`config.mk`:
```
export PLATFORM = sky130hd
export DESIGN_NAME = uart_tx
export DESIGN_NICKNAME = d
export VERILOG_FILES = /design/src/rtl/uart_pkg.sv /design/src/rtl/uart_baud_counter.sv /design/src/rtl/uart_tx.sv
export SDC_FILE = /design/constraint.sdc
export NUM_CORES = 1
export LEC_CHECK = 0
export ABC_CLOCK_PERIOD_IN_PS = 4900
export CORE_ASPECT_RATIO = 1.25
export CORE_MARGIN = 2
export CORE_UTILIZATION = 45
export DETAILED_ROUTE_END_ITERATION = 10
export GPL_ROUTABILITY_DRIVEN = 0
export PLACE_DENSITY = 0.69
export SYNTH_ARGS = -nofsm -noshare
export SYNTH_HDL_FRONTEND = slang
export SYNTH_SLANG_ARGS = --single-unit
```
`constraint.sdc`:
```
create_clock -name clk -period 4.9 [get_ports clk]
set_clock_uncertainty 0.2 [all_clocks]
set_input_delay 0.98 -clock clk [delete_from_list [all_inputs] [get_ports clk]]
set_output_delay 0.98 -clock clk [all_outputs]
set_load 0.01 [all_outputs]
```
`src/rtl/uart_pkg.sv`:
```
// Shared definitions for the UART transmitter: baud constants, data width
// and the 2-bit frame FSM encoding.
package uart_pkg;

    localparam int unsigned UART_CLKS_PER_BIT_12M_115K = 104;
    localparam int unsigned UART_DATA_BITS             = 8;

    typedef enum logic [1:0] {
        ST_IDLE  = 2'd0,
        ST_START = 2'd1,
        ST_DATA  = 2'd2,
        ST_STOP  = 2'd3
    } uart_state_t;

endpackage

```
`src/rtl/uart_baud_counter.sv`:
```
// Bit-period down-counter: tick pulses once every CLKS_PER_BIT cycles after
// restart is released, reloading on every tick so consecutive bits have no gap.
module uart_baud_counter #(
    parameter int unsigned CLKS_PER_BIT = 104
) (
    input  logic clk,
    input  logic rst,
    input  logic restart,
    output logic tick
);

    localparam int unsigned       CW     = $clog2(CLKS_PER_BIT);
    localparam logic [CW-1:0]     RELOAD = CW'(CLKS_PER_BIT - 1);

    logic [CW-1:0] r_count;

    always_ff @(posedge clk) begin
        if (rst) begin
            r_count <= '0;
        end else if (restart || (r_count == '0)) begin
            r_count <= RELOAD;
        end else begin
            r_count <= r_count - CW'(1);
        end
    end

    assign tick = (r_count == '0) && !restart;

endmodule

```
`src/rtl/uart_tx.sv`:
```
// 8N1/8N2 UART transmitter with a one-byte holding register so the next byte
// can be queued while the current frame shifts out, giving gapless frames.
module uart_tx
    import uart_pkg::*;
#(
    parameter int unsigned CLKS_PER_BIT = UART_CLKS_PER_BIT_12M_115K,
    parameter int unsigned STOP_BITS    = 1
) (
    input  logic                      clk,
    input  logic                      rst,
    input  logic                      tx_enable,
    input  logic [UART_DATA_BITS-1:0] tx_data,
    output logic                      tx_ready,
    output logic                      tx,
    output logic                      busy
);

    localparam int unsigned IW = $clog2(UART_DATA_BITS);

    uart_state_t               r_state, w_state_next;
    logic [UART_DATA_BITS-1:0] r_hold;
    logic                      r_hold_full;
    logic [UART_DATA_BITS-1:0] r_shift, w_shift_next;
    logic [IW-1:0]             r_bit_idx, w_bit_idx_next;
    logic                      r_stop_idx, w_stop_idx_next;
    logic                      r_tx, w_tx_next;
    logic                      r_busy;
    logic                      w_load;
    logic                      w_tick;
    logic                      w_restart;

    // Counter is held at reload while idle so START always gets a full bit.
    assign w_restart = (r_state == ST_IDLE);

    uart_baud_counter #(
        .CLKS_PER_BIT(CLKS_PER_BIT)
    ) u_baud (
        .clk    (clk),
        .rst    (rst),
        .restart(w_restart),
        .tick   (w_tick)
    );

    always_comb begin
        w_state_next    = r_state;
        w_shift_next    = r_shift;
        w_bit_idx_next  = r_bit_idx;
        w_stop_idx_next = r_stop_idx;
        w_load          = 1'b0;
        case (r_state)
            ST_IDLE: begin
                if (r_hold_full) begin
                    w_state_next = ST_START;
                    w_shift_next = r_hold;
                    w_load       = 1'b1;
                end
            end
            ST_START: begin
                if (w_tick) begin
                    w_state_next   = ST_DATA;
                    w_bit_idx_next = '0;
                end
            end
            ST_DATA: begin
                if (w_tick) begin
                    if (r_bit_idx == IW'(UART_DATA_BITS - 1)) begin
                        w_state_next    = ST_STOP;
                        w_stop_idx_next = 1'b0;
                    end else begin
                        w_bit_idx_next = r_bit_idx + IW'(1);
                        w_shift_next   = r_shift >> 1;
                    end
                end
            end
            ST_STOP: begin
                if (w_tick) begin
                    if (r_stop_idx == 1'(STOP_BITS - 1)) begin
                        // Chain straight into the next start bit when a byte is queued.
                        if (r_hold_full) begin
                            w_state_next = ST_START;
                            w_shift_next = r_hold;
                            w_load       = 1'b1;
                        end else begin
                            w_state_next = ST_IDLE;
                        end
                    end else begin
                        w_stop_idx_next = 1'b1;
                    end
                end
            end
            default: w_state_next = ST_IDLE;
        endcase

        case (w_state_next)
            ST_START: w_tx_next = 1'b0;
            ST_DATA:  w_tx_next = w_shift_next[0];
            default:  w_tx_next = 1'b1;
        endcase
    end

    always_ff @(posedge clk) begin
        if (rst) begin
            r_state     <= ST_IDLE;
            r_hold      <= '0;
            r_hold_full <= 1'b0;
            r_shift     <= '0;
            r_bit_idx   <= '0;
            r_stop_idx  <= 1'b0;
            r_tx        <= 1'b1;
            r_busy      <= 1'b0;
        end else begin
            r_state    <= w_state_next;
            r_shift    <= w_shift_next;
            r_bit_idx  <= w_bit_idx_next;
            r_stop_idx <= w_stop_idx_next;
            r_tx       <= w_tx_next;
            r_busy     <= (w_state_next != ST_IDLE);
            if (w_load) begin
                r_hold_full <= 1'b0;
            end else if (tx_enable && !r_hold_full) begin
                r_hold      <= tx_data;
                r_hold_full <= 1'b1;
            end
        end
    end

    assign tx_ready = ~r_hold_full;
    assign tx       = r_tx;
    assign busy     = r_busy;

endmodule

```
# Word level (Yosys, flattened, before mapping)
# Cells that the tools add are included.
# totals
regBits	32
inputBits	11
out_inout_bits	3
wordCells	73
# classes
n_addsub	2
n_eq_ne	12
muxes	29
n_bitwise	2
n_reduce_logical	17
# op_table
op	n
$mux W8	5
$pmux W8 S3	1
$mux W2	6
$mux W3	3
$mux W1	8
$pmux W2 S4	1
$reduce_and A4 Y1	2
$logic_not A7 Y1	1
$mux W7	1
$sub A7 B1 Y7 const B	1
$eq A2 B2 Y1 const B	3
$ne A2 B1 Y1 const B	3
$ne A2 B2 Y1 const B	3
$pmux W1 S2	3
$pmux W3 S2	1
$reduce_bool A2 Y1	3
$reduce_and A5 Y1	1
$eq A2 B1 Y1 const B	2
$reduce_or A2 Y1	2
$add A3 B1 Y3 const B	1
$eq A3 B3 Y1 const B	1
$reduce_bool A3 Y1	1
$logic_and A1 B1 Y1	2
$logic_not A1 Y1	2
4 further kinds	5

# Depth between registers and ports, before layout
# logic_depth
word_depth	7
mapped_depth	9
ltp_nobuf	7

# Cells and area by module
# A second synthesis with hierarchy kept.
# unflattened
hier_cells	172
area_unflattened_um2	1592.8
# by_module_without_submodules
module	instances	cells_per_inst	area_each_um2	seq_area_each_um2
uart_tx	1	135	1227.4	480.5
uart_baud_counter	1	37	365.4	140.1

# Least setup slack after synthesis
# Ideal clock, no wire load.
# synth_timing
kind	register to register
startpoint	register r_state[0]
endpoint	register r_tx (netlist: tx)
setup_time_ns	0.118
arrival_time_ns	1.767
required_time_ns	4.582
setup_slack_ns	2.815
stages_incl_launch_ff	9
path_buffers	1
synth_period_minus_slack_ns	2.085
cell_sequence	dfxtp_1 inv_1 ha_1 clkbuf_1 nor3_1 a21boi_0 o221ai_1 nand3_1 a2bb2oi_1
# synth_between
elab_chain_cells	7
elab_cells_between_ends	19
cone_classes	5 x eq/ne; 11 x mux; 3 x reduce/logical
# synth_rtl
element	line_no	text
start: declaration	uart_tx.sv:20	uart_state_t r_state, w_state_next;
start signal: assignment	uart_tx.sv:112	r_state <= w_state_next;
$logic_not A2 Y1	uart_tx.sv:33, uart_tx.sv:50	
$logic_not A1 Y1	uart_baud_counter.sv:27	assign tick = (r_count == '0) && !restart;
$logic_and A1 B1 Y1	uart_baud_counter.sv:27	
$mux W2 (on tied branches)	uart_tx.sv:76, uart_tx.sv:59, uart_tx.sv:65	
$pmux W2 S4	uart_tx.sv:50	case (r_state)
$eq A2 B2 Y1 or $eq A2 B1 Y1 (tied branches)	uart_tx.sv:94	case (w_state_next)
$pmux W1 S2 (*)	uart_tx.sv:94	
end signal: assignment	uart_tx.sv:116	r_tx <= w_tx_next;
end: declaration	uart_tx.sv:26	logic r_tx, w_tx_next;
# Every way passes the cells marked *; elsewhere a longest branch is shown, timed or not. The select of a mux whose other input is x is not followed.
# A chain may end at the register's enable or synchronous reset.

# Worst setup path after layout
# layout_timing
startpoint	register r_hold_full
endpoint	output port tx_ready
# layout_between
elab_chain_cells	1
# layout_rtl
element	line_no	text
start: declaration	uart_tx.sv:22	logic r_hold_full;
start signal: assignment	uart_tx.sv:105	r_hold_full <= 1'b0;
start signal: assignment	uart_tx.sv:119	r_hold_full <= 1'b0;
start signal: assignment	uart_tx.sv:122	r_hold_full <= 1'b1;
$not A1 Y1	uart_tx.sv:127	assign tx_ready = ~r_hold_full;
end: declaration	uart_tx.sv:13	output logic tx_ready,
# No other way between the ends.

==> results.yml <==
worst_setup_path:
  slowest_stage: "dfxtp_1"
  path_class: "register to output pin"
  crit_start: "r_hold_full$_SDFFE_PP0P_"
  path_max_fanout: 13
  cp-start-kind: "register"
  r2r_slack_ps: 2430
  critical_path.endpoint: "tx_ready"
  endpoint_kind: "output pin"
  r2r_end: "r_shift[3]$_SDFFE_PP0P_"
  max_stage_delay_ps: 600
  cp.depth: 2
  critPathArrivalTime_ps: 1560
  path_buf_inv: 2
  r2r.worst_path.cells: 7
  cp_top_family: "buffers and inverters"
  critPathRequiredTime_ps: 3720
  crit_chain: "inv_1 -> clkdlybuf4s50_1"
  timing.rr.start: "r_state[0]$_SDFF_PP0_"
pwr:
  power.total_w: 0.0005992
  p_per_area_mw_per_mm2: 333.3
  p_leak_nw: 0.6988
  seqPwrFrac_pct: 47.9
  p_comb_share_pct: 20.5
  p_sw_w: 0.0001750
  intPower_w: 0.0004242
  clkPwrFrac_pct: 31.6
  vdd_ir_drop_max_mv: 0.2362
  p_sw_share_pct: 29.21
clocking:
  cts_buffer_depth: 2
  clk_latency_ps: 280
  clock-sinks: 31
  cts_tree: "built"
  cts_resized: 0
  cts_setup_buffers: 0
  htreeDepth: 2
  clkTransAtPathRegs_ps: 60
  root_buffer: "clkbuf_8"
  numCtsBuffers: 5
  holdBufCountCts: 0
cells_and_area:
  fin_cells: 234
  nets: 214
  drive_gt1_share_pct: 6.154
  syn_to_final_growth_pct: 14.05
  final_area_mm2: 0.001798
  n_antenna_cell: 0
die:
  ios: 14
  design.core.area_mm2: 0.003423
  die_area_mm2: 0.003996
  chipWidth_um: 56.94
  start_util_pct: 46.05
  num_rows: 24
  die_h_um: 70.18
drt:
  viasPerCell: 5.825
  drt.antenna.violating_nets: 0
  drc: 0
  first_pass_iters: 4
  dr_total_vias: 1363
  drtIter0Drc: 40
  wirelength_mm: 3.294
  wl_per_cell_um: 14.08
timing:
  hold_viol: 0
  tns_ps: 0
  final-max-slew-violation-count: 0
  finalSetupViolations: 0
  whs_ps: 258.0
  tightest_slew_ps: 1071
  timing.final.crit_share_pct: 55.92
  max_freq_mhz: 365.0
  slew_headroom_pct: 28.38
  period_needed_ps: 2740
  rsz0062_at_grt: "false"
synthesis:
  synthDistinctLibCells: 42
  synth_area_per_cell_um2: 8.568
  synth_edf_count: 0
  synth_nets: 204
  yosysWarnings: 0
  synth_top_area_cell: "dfxtp_1"
  synth_top_area_share_pct: 39.37
  syn_area_mm2: 0.001577
  ys_seq_area_share_pct: 39.37
  synth_flop_cell: "dfxtp_1"
  async_flop_share_pct: 0
  synthTopCellsByArea: "dfxtp_1 (39%), a21oi_1 (7.3%), ha_1 (7.1%)"
  ys_ff_latch: 31
  synthCells: 184
global_route:
  overflow: 0
  grt_antenna_before_repair: 0
  grt_usage_pct: 18.16
  grt_max_degree: 33
  grt_pass1_wl_mm: 5.740
  grt_pass1_vias: 1325
place:
  placed_cells: 226
  placed_area_mm2: 0.001717
  place_hpwl_mm: 2.410
  port_buffers: 13
outcome:
  status: "complete, no violations"
job:
  max-cap-violations: 0
min_path:
  min_path_type: "register to register"
==> registers in the layout (all words and copies together) (netlist names) <==
| signal | flops |
|---|---|
| r_state | 2 |
| busy | 1 |
| u_baud.r_count | 7 |
| r_shift | 8 |
| r_hold_full | 1 |
| r_bit_idx | 3 |
| r_hold | 8 |
| tx | 1 |
==> worst register-to-register path: cells and delay by family, from the launching register on <==
family	cells	cell delay, ps
compound gates	2	500
simple gates	3	740
fa+ha+maj	1	340
flops	1	410
buf+inv	1	120
==> cells by family after synthesis <==
family,after synthesis,synth area share (%)
simple gates,62,20.00
buf+inv,17,4.127
mux,3,1.905
xor+xnor,5,2.778
fa+ha+maj,9,7.143
flops,31,39.37
compound gates,57,24.68
==> worst min path at each step <==
stage                                             from                            to  slack, ps  cells past startpoint
after global placement    u_baud.r_count[0]$_SDFF_PP0_  u_baud.r_count[0]$_SDFF_PP0_        240                      1
after global routing            r_hold[3]$_SDFFE_PP0P_        r_hold[3]$_SDFFE_PP0P_        280                      2
after CTS                       r_hold[7]$_SDFFE_PP0P_        r_hold[7]$_SDFFE_PP0P_        260                      2
final                           r_hold[6]$_SDFFE_PP0P_        r_hold[6]$_SDFFE_PP0P_        260                      2
after floorplan           u_baud.r_count[0]$_SDFF_PP0_  u_baud.r_count[0]$_SDFF_PP0_        220                      1
after detailed placement        r_hold[1]$_SDFFE_PP0P_        r_hold[1]$_SDFFE_PP0P_        250                      2
==> metrics by stage <==
stage / utilization, % / setup slack, ps
final: 52.52 / 2160
after global routing: 52.52 / 2065
after CTS: 52.52 / 2180
after detailed placement: 50.15 / 2085
after global placement: 50.15 / 2125
after floorplan: - / 2815
==> routing by layer <==
metal	GRT usage, %	wire length [µm]	part of all wire [%]
met2	32.57	1733	53
met3	4.630	133	4.0
met1	19.47	1355	41
met5	0	0	0
met4	8.269	71	2.2
==> area by class of cell <==
type	instances	area, µm²
clock inverter	1	5.005
inverter	7	26.28
timing repair buffer	13	130.1
fill	341	1625
multi-input combinational	136	890.9
sequential	31	620.6
tap	39	48.80
clock buffer	7	76.32
==> cells in the mapped netlist, drive strengths merged (2+ instances only) <==
| master | instances |
|---|---|
| a22o | 6 |
| o21a | 2 |
| ha | 9 |
| xnor2 | 3 |
| xor2 | 2 |
| buf | 2 |
| nand2b | 2 |
| nor3 | 6 |
| o21ai | 5 |
| nand2 | 23 |
| or3 | 2 |
| a22oi | 8 |
| clkbuf | 8 |
| nor4 | 2 |
| a21oi | 23 |
| a31oi | 3 |
| nor2 | 14 |
| dfxtp | 31 |
| mux2i | 3 |
| inv | 7 |
| o221ai | 2 |
| and3 | 4 |
| nor3b | 2 |
==> cell usage in the layout, fill, tap and decap left out, types with 3 or more instances in the layout <==
cell             count
mux2i_1              3
nor3_1               5
inv_1                7
clkdlybuf4s50_1     13
a22o_1               6
and3_1               4
clkbuf_8             5
o21ai_0              4
nand2_1             23
dfxtp_1             31
nor2_1              13
a31oi_1              3
a22oi_1              8
ha_1                 9
xnor2_1              3
a21oi_1             23
==> power groups by stage <==
stage,registers (W),logic (W),clock network [W]
finish,0.000287,0.000123,0.000189
CTS,0.000287,0.000123,0.000193
global route,0.000290,0.000136,0.000207
global placement,0.000292,0.000118,0
detailed placement,0.000293,0.000122,0
floorplan,0.000289,0.0000876,0
(Power assumes the default switching activity.)
